File: config.mk
export PLATFORM = sky130hd
export DESIGN_NAME = gbe_rx_eof_counter
export DESIGN_NICKNAME = d
export VERILOG_FILES = /design/src/rtl/gbe_rx_eof_counter.sv
export SDC_FILE = /design/constraint.sdc
export NUM_CORES = 1
export LEC_CHECK = 0
export CORE_MARGIN = 2
export CORE_UTILIZATION = 30
export CTS_CLUSTER_DIAMETER = 40
export DETAILED_ROUTE_END_ITERATION = 10
export GPL_TIMING_DRIVEN = 0
export SLEW_MARGIN = 40
export SYNTH_ARGS = -nofsm -noshare
export SYNTH_HDL_FRONTEND = slang
export SYNTH_SLANG_ARGS = --single-unit
File: constraint.sdc
create_clock -name user_clk -period 3.5 [get_ports user_clk]
set_input_delay 0.7 -clock user_clk [delete_from_list [all_inputs] [get_ports user_clk]]
set_output_delay 0.7 -clock user_clk [all_outputs]
set_load 0.1 [all_outputs]
File: src/rtl/gbe_rx_eof_counter.sv
// End-of-frame event counter feeding the rxeofctr software register.
// Optional bad-frame counter when RXEOFCTR_BADFRAME_EN is defined.
module gbe_rx_eof_counter #(
   parameter int CNT_W    = 32,
   parameter bit SATURATE = 1'b0
) (
   input  logic        user_clk,
   input  logic        user_rst_n,
   input  logic        gbe_rx_valid,
   input  logic        gbe_rx_end_of_frame,
   input  logic        gbe_rx_bad_frame,
   input  logic [31:0] ctrl_in,
   output logic [31:0] cnt_out,
   output logic [31:0] bad_cnt_out,
   output logic        ovf_out
);

   typedef enum logic [1:0] {
      DISABLED  = 2'd0,
      COUNTING  = 2'd1,
      SATURATED = 2'd2
   } state_t;

   localparam logic [CNT_W-1:0] CNT_MAX = '1;
   localparam logic [CNT_W-1:0] CNT_PEN = CNT_MAX - 1'b1;

   state_t           state;
   logic             clr_d;
   logic [CNT_W-1:0] cnt_q;
   logic             ovf_q;

   logic ev, clr_pulse, en, freeze, at_max, run, hit_max;

   assign ev        = gbe_rx_valid & gbe_rx_end_of_frame;
   assign en        = ctrl_in[1];
   assign freeze    = ctrl_in[2];
   assign clr_pulse = ctrl_in[0] & ~clr_d;
   assign at_max    = (cnt_q == CNT_MAX);
   // Enable acts on the current level so the first EOF after enabling counts.
   assign run       = en & ~(SATURATE & at_max);
   assign hit_max   = ev & run & (cnt_q == CNT_PEN);

   always_ff @(posedge user_clk) begin
      if (!user_rst_n) begin
         state   <= DISABLED;
         clr_d   <= 1'b0;
         cnt_q   <= '0;
         ovf_q   <= 1'b0;
         cnt_out <= 32'h0;
         ovf_out <= 1'b0;
      end else begin
         clr_d <= ctrl_in[0];
         if (clr_pulse) begin
            cnt_q <= '0;
            ovf_q <= 1'b0;
            state <= en ? COUNTING : DISABLED;
         end else begin
            if (ev && run) begin
               if (at_max) begin
                  cnt_q <= '0;
                  ovf_q <= 1'b1;
               end else begin
                  cnt_q <= cnt_q + 1'b1;
                  if (SATURATE && hit_max)
                     ovf_q <= 1'b1;
               end
            end
            if (!en)
               state <= DISABLED;
            else if (SATURATE && (at_max || hit_max))
               state <= SATURATED;
            else
               state <= COUNTING;
         end
         if (!freeze) begin
            cnt_out <= 32'(cnt_q);
            ovf_out <= ovf_q;
         end
      end
   end

`ifdef RXEOFCTR_BADFRAME_EN
   logic [CNT_W-1:0] bad_q;
   logic             bad_at_max;

   assign bad_at_max = (bad_q == CNT_MAX);

   always_ff @(posedge user_clk) begin
      if (!user_rst_n) begin
         bad_q       <= '0;
         bad_cnt_out <= 32'h0;
      end else begin
         if (clr_pulse)
            bad_q <= '0;
         else if (ev && run && gbe_rx_bad_frame) begin
            if (!bad_at_max)
               bad_q <= bad_q + 1'b1;
            else if (!SATURATE)
               bad_q <= '0;
         end
         if (!freeze)
            bad_cnt_out <= 32'(bad_q);
      end
   end

   wire unused_ok = &{1'b0, state, ctrl_in[31:3]};
`else
   assign bad_cnt_out = 32'h0;

   // State is kept for observation only; the bad-frame input has no consumer here.
   wire unused_ok = &{1'b0, state, gbe_rx_bad_frame, ctrl_in[31:3]};
`endif

endmodule

==> impl_summary.log, run 1 <==
[metrics] number of antenna repair diodes: 0
[metrics] number of buffers created by CTS: 9
[metrics] crit end category: flop
[metrics] Layout fillers: 1,024
[metrics] initial antenna violation count: 0
[metrics] count of flip-flops with a built-in enable after synthesis: 0
[metrics] time the final worst path needs with I/O delays and setup: 2.462 ns
[metrics] H-tree depth: 3
[metrics] start of the worst register-to-register path: cnt_q[1]
[metrics] count of TritonRoute iterations in the first routing pass: 4
[metrics] Final Worst Setup Slack: 1.038 ns
[metrics] Area Overhead vs Synth: 22.64%
[metrics] Post-synth ARST share: 0%
[metrics] predominant post-synthesis flop cell: dfxtp_1
[metrics] horizontal die dimension: approximately 100 um
[metrics] unrepaired setup endpoints after global routing: false
[metrics] number of primary I/O pins: ~100
[metrics] power per cell area: 434.7 nW/um2
[metrics] count of endpoints failing setup in the final report: 0
[metrics] syn_area_per_cell: 9.582 um2
[metrics] Hold Worst Slack: approximately 0.48 ns
[metrics] Std-Cell Core Area: 9819 um2
[metrics] DRT Wirelength: 6080 um
[metrics] status: finished, final reports clean
[metrics] layout cells sized above 1: between 20% and 30%
[metrics] Leak Pwr: 1.633 nW
[metrics] Vias per Instance: 4.194
[metrics] required time worst endpoint: about 3.7 ns
[metrics] placed wire-length estimate after detailed placement: about 4500 um
[metrics] First DRT Iteration DRCs: around 110
[metrics] post-route setup TNS: 0 ns
[metrics] Max Transition Viols Final: 0
[metrics] worst slack at placement: ~0.66 ns
[metrics] number of cells traversed by the worst register-to-register path: 7
[metrics] type of origin of the critical path: primary input
[metrics] cells resized by post-CTS repair: 0
[metrics] YS warnings: 0
[metrics] critical path peak fanout: 10
[metrics] maximum clock path buffer count: 2
[metrics] critical path type: primary input to flop
[metrics] post-synthesis sequential area ratio: 43.88%
[metrics] detailed-route wire length per cell: 11.34 um
[metrics] r2r setup slk: 1.28 ns
[metrics] Max-slew headroom: 47.11%
[metrics] maximum operating frequency: 0.4062 GHz
[metrics] worst clock skew: 0.01133 ns
[metrics] total congestion overflow after global routing: 0
[metrics] register clock-pin slew on the reported worst setup and hold paths: roughly 0.060 ns
[metrics] Max VDD drop: around 0.20 mV
[metrics] vias in the first global route: 2,142
[metrics] reg-to-reg endpoint: cnt_q[10]
[metrics] synthesized instance count: 319
[metrics] Post-route DRC: 0
[metrics] net count of the finished layout: 437
[metrics] Site Rows: 36
[metrics] GRT Resource Usage Total: 11.96%
[metrics] first-pass GRT wire length: 10,540 um
[metrics] pin count of the biggest net entering global routing: 11
[metrics] # clock sinks: 67
[metrics] netlist area before placement: 3057 um2
[metrics] worst-skew pair later-pin latency: 0.35 ns
[metrics] Die Footprint: 11,010 um2
[metrics] Overall Power: 1.629 mW
[metrics] share of the cycle needed by the critical path after routing: 70.34%
[metrics] Vias: 2,248
[metrics] number of unique standard cell types used by synthesis: 33
[metrics] endpoint of the worst setup timing path: cnt_q[10]
[metrics] Post-CTS Setup Repair Bufs: 0
[metrics] worst-margin pin slew: roughly 0.79 ns
[metrics] type of the worst min-delay path: flop to flop
[metrics] count of max-cap constraint violations: 0
[metrics] CTS tree: built
[metrics] start point of the critical path: ctrl_in[1]
[metrics] number of port buffers: 38
[metrics] last weighted congestion value of the routability-driven placer: roughly 0.78
[metrics] Hold Vio Cnt, Final: 0
[metrics] DRT antenna net count: 0
[metrics] FF+latch count, synth: 67
[metrics] cts hold-fix bufs: 0
[metrics] vertical die dimension: around 100 um
[metrics] data arrival time at the worst-slack endpoint: 2.69 ns
[metrics] clock tree root buffer cell: clkbuf_8
[metrics] effective utilization at floorplan: 31.13%
## power breakdown
part           total [mW]  leakage, nW  internal [mW]  switching (mW)
Sequential          0.764        0.540          0.763        0.000748
Combinational       0.231        0.993         0.0481           0.183
Clock               0.634       0.0995          0.364           0.271
Total                1.63         1.63           1.18           0.454
## final cells by class
| cell class | count | area (um2) | share of cell area (%) |
|---|---|---|---|
| Clock inverter | 2 | 35.03 | 0.9346 |
| Tap cell | 133 | 166.4 | 4.439 |
| Timing Repair Buffer | 38 | 215.2 | 5.741 |
| Multi-Input combinational cell | 236 | 1528 | 40.75 |
| Clock buffer | 13 | 158.9 | 4.239 |
| Buffer | 43 | 289.0 | 7.710 |
| Sequential cell | 67 | 1341 | 35.78 |
| Inverter | 4 | 15.01 | 0.4005 |
## registers in the layout (all words and copies together) (netlist names)
register	cells
clr_d	1
cnt_out	32
ovf_out	1
cnt_q	32
ovf_q	1
## worst max-delay path, cell delays in order
cell and delay (ns):
clkdlybuf4s50_1 0.47, nand3_1 0.28, nor4_4 0.53, nand3_4 0.16
o21bai_2 0.26, buf_4 0.22, nor2_1 0.06
## layer usage
metal | vias to the layer above | track usage [%] | share of wire, %
li1 | 1172 | - | -
met1 | 1013 | 14.47 | 46
met2 | 52 | 19.67 | 47
met3 | 11 | 3.868 | 5.8
met4 | 0 | 4.667 | 1.6
met5 | - | 0 | 0
## synth_stat cells (all sizes together) (3+ instances only)
| cell type | instances | area (um2) |
|---|---|---|
| nand2 | 14 | 52.55 |
| o21ai | 7 | 35.03 |
| nand4 | 11 | 90.08 |
| nand3 | 17 | 97.60 |
| xnor2 | 6 | 52.55 |
| nor2 | 29 | 108.9 |
| buf | 34 | 255.2 |
| clkbuf | 9 | 33.78 |
| a21oi | 8 | 40.04 |
| dfxtp | 67 | 1341 |
| nor2b | 35 | 219.0 |
| xor2 | 18 | 157.7 |
| mux2i | 33 | 330.3 |
| inv | 4 | 15.01 |
| nor4 | 3 | 48.80 |
| or3 | 6 | 37.54 |
| and3 | 5 | 31.28 |
| nor3 | 3 | 26.28 |
## per-stage QoR
step | utilization (%) | instances | instance area, um2
2_1_floorplan | - | 350 | 3173
5_1_grt | 38.18 | 536 | 3749
6_report | 38.18 | 536 | 3749
4_1_cts | 38.18 | 536 | 3749
3_5_place_dp | 36.20 | 521 | 3555
3_3_place_gp | 37.88 | 521 | 3720
## cell families (layout without fill, tap and decap cells)
logic type | after synthesis | after routing | share of synthesized area, %
simple gates | 128 | 128 | 24.52
flops | 67 | 67 | 43.88
buf+inv | 47 | 100 | 9.946
mux | 33 | 33 | 10.81
xor+xnor | 24 | 24 | 6.877
compound gates | 18 | 18 | 3.438
fa+ha+maj | 1 | 1 | 0.4093
other cells | 1 | 32 | 0.1227
## how the worst min path moves through the flow
stage	startpoint	end	cells past startpoint
after floorplan	ovf_q	ovf_q	1
after global placement	ovf_q	ovf_q	1
after detailed placement	ovf_q	ovf_q	1
after CTS	ovf_q	ovf_q	1
after global routing	ovf_q	ovf_q	1
final	ovf_q	ovf_q	1
## cell usage in the layout, fill, tap and decap left out, drive strengths merged, types with 3 or more instances in the layout
master	n
dfxtp	67
buf	67
nor2b	35
mux2i	33
conb	32
nor2	29
clkbuf	22
xor2	18
nand3	17
nand2	14
nand4	11
a21oi	8
o21ai	7
or3	6
xnor2	6
and3	5
clkdlybuf4s50	5
inv	4
nor4	3
nor3	3
(Power assumes the default switching activity.)
==> inputs of run 2 (changes only) <==
==> constraint.sdc (replaced) <==
create_clock -name user_clk -period 2.35 [get_ports user_clk]
set_input_delay 0.47 -clock user_clk [delete_from_list [all_inputs] [get_ports user_clk]]
set_output_delay 0.47 -clock user_clk [all_outputs]
set_load 0.1 [all_outputs]
==> run 2 against run 1 <==
Net effect: die area unchanged; wire length up 0.76%; cell count up 0.37%; first-iteration DRC count down 5.7%; critical path depth unchanged; count of clock-buffer cells in the layout unchanged.
==> impl_summary.log, run 2 (synthesis results as in run 1) <==
[metrics] Post-route DRC: 0
[metrics] total congestion overflow after global routing: 0
[metrics] worst clock skew: 0.009137 ns
[metrics] detailed-route wire length per cell: 11.39 um
[metrics] Area Overhead vs Synth: 23.17%
[metrics] register clock-pin slew on the reported worst setup and hold paths: 0.06 ns
[metrics] number of antenna repair diodes: 0
[metrics] number of primary I/O pins: 102
[metrics] Max Transition Viols Final: 0
[metrics] Vias per Instance: 4.156
[metrics] required time worst endpoint: approximately 2.6 ns
[metrics] vias in the first global route: 2,142
[metrics] Max-slew headroom: between 40 and 50%
[metrics] number of buffers created by CTS: 9
[metrics] layout cells sized above 1: 22.47%
[metrics] power per cell area: between 600 and 700 nW/um2
[metrics] clock tree root buffer cell: clkbuf_8
[metrics] instance count after placement with tap cells included: 521
[metrics] count of max-cap constraint violations: 0
[metrics] crit end category: flop
[metrics] share of the cycle needed by the critical path after routing: 88.11%
[metrics] worst-margin pin slew: 0.7878 ns
[metrics] number of standard cells in the final layout excluding fillers: roughly 540
[metrics] most frequent standard cell in the layout excluding fill and tap cells: dfxtp_1
[metrics] DRT antenna net count: 0
[metrics] maximum clock path buffer count: 2
[metrics] first-pass GRT wire length: 10,540 um
[metrics] critical path type: primary input to flop
[metrics] registers with the highest flip-flop counts: cnt_out x32, cnt_q x32
[metrics] placed wire-length estimate after detailed placement: 4539 um
[metrics] cts hold-fix bufs: 0
[metrics] maximum operating frequency: about 0.48 GHz
[metrics] type of the worst min-delay path: flop to flop
[metrics] number of port buffers: 38
[metrics] number of instances on the worst hold path: 1
[metrics] CTS tree: built
[metrics] time the final worst path needs with I/O delays and setup: 2.071 ns
[metrics] count of endpoints failing setup in the final report: 0
[metrics] Site Rows: 36
[metrics] top library cells by usage in the layout, fill and taps aside: 67 x dfxtp_1, 36 x buf_4, 35 x nor2b_1
[metrics] horizontal die dimension: 104.9 um
[metrics] pin count of the biggest net entering global routing: 11
[metrics] count of TritonRoute iterations in the first routing pass: 4
[metrics] DRT Wirelength: 6126 um
[metrics] last weighted congestion value of the routability-driven placer: between 0.7 and 0.8
[metrics] Hold Vio Cnt, Final: 0
[metrics] worst-skew pair later-pin latency: 0.34 ns
[metrics] Std-Cell Core Area: 9819 um2
[metrics] net count of the finished layout: 439
[metrics] unrepaired setup endpoints after global routing: false
[metrics] status: finished, final reports clean
[metrics] initial antenna violation count: 0
[metrics] GRT Resource Usage Total: 11.96%
[metrics] Leak Pwr: about 1.6 nW
[metrics] H-tree depth: 3
[metrics] type of origin of the critical path: primary input
[metrics] vertical die dimension: between 100 and 150 um
[metrics] data arrival time at the worst-slack endpoint: 2.28 ns
[metrics] post-route core utilization: 38.34%
[metrics] effective utilization at floorplan: a little under a third
[metrics] number of cells traversed by the worst register-to-register path: 8
[metrics] critical path peak fanout: 10
[metrics] # clock sinks: 67
[metrics] Die Footprint: 11,010 um2
[metrics] Vias: 2,236
[metrics] First DRT Iteration DRCs: 100
[metrics] Max VDD drop: 0.2932 mV
-- run 2: cell types whose count changed in the layout (fill, tap and decap cells not counted) --
cell	delta
buf_4	+2
clkbuf_1	-1
clkbuf_2	+1
-- run 2: metrics by stage --
step	instance area (um2)	hold slack [ns]	total power, mW	setup slack (ns)	TNS, ns
5_1_grt	3765	0.5210	2.528	0.1021	0
4_1_cts	3749	0.4902	2.462	0.1032	0
6_report	3765	0.4848	2.428	0.2795	0
2_1_floorplan	3173	0.4573	1.481	0.5342	0
3_3_place_gp	3720	0.4748	1.507	-0.2359	-4.879
3_5_place_dp	3555	0.4742	1.508	-0.2638	-5.399
-- run 2: metal layers --
metal / global-route usage [%] / share of wire, % / vias to the layer above
met5: 0 / 0 / -
met4: 4.667 / 1.6 / 0
met3: 3.868 / 6.6 / 11
met2: 19.67 / 46 / 60
met1: 14.47 / 46 / 992
li1: - / - / 1173
-- run 2: worst paths after layout --
path	start	to	slack, ns
hold / removal	ovf_q	ovf_q	0.48
setup reg to reg	cnt_q[1]	cnt_q[10]	0.28
setup / recovery	ctrl_in[1]	cnt_q[31]	0.28
hold reg to reg	ovf_q	ovf_q	0.48
-- run 2: worst max-delay path: stages --
cell,delay (ns)
clkdlybuf4s50_1,0.47
nand3_1,0.28
nor3_1,0.31
clkbuf_2,0.29
o2111ai_1,0.16
o21ai_0,0.21
a21oi_1,0.08
-- run 2: what timing repair did --
item | 4_1_cts | 5_1_grt
setup endpoints to repair | 0 | 21
resized for setup | 0 | 2
setup buffers | 0 | 2
hold endpoints to repair | 0 | 0
-- run 2: power breakdown --
group	internal (mW)	leakage, nW	switching, mW
Combinational	0.0717	1.01	0.272
Sequential	1.14	0.540	0.00111
Clock	0.541	0.0995	0.404
-- run 2: layout make-up --
| type | count | area [um2] |
|---|---|---|
| Inverter | 4 | 15.01 |
| Clock inverter | 2 | 35.03 |
| Clock buffer | 13 | 158.9 |
| Multi-Input combinational cell | 236 | 1528 |
| Fill cell | 1021 | 6055 |
| Sequential cell | 67 | 1341 |
| Buffer | 43 | 290.3 |
| Tap cell | 133 | 166.4 |
| Timing Repair Buffer | 40 | 230.2 |
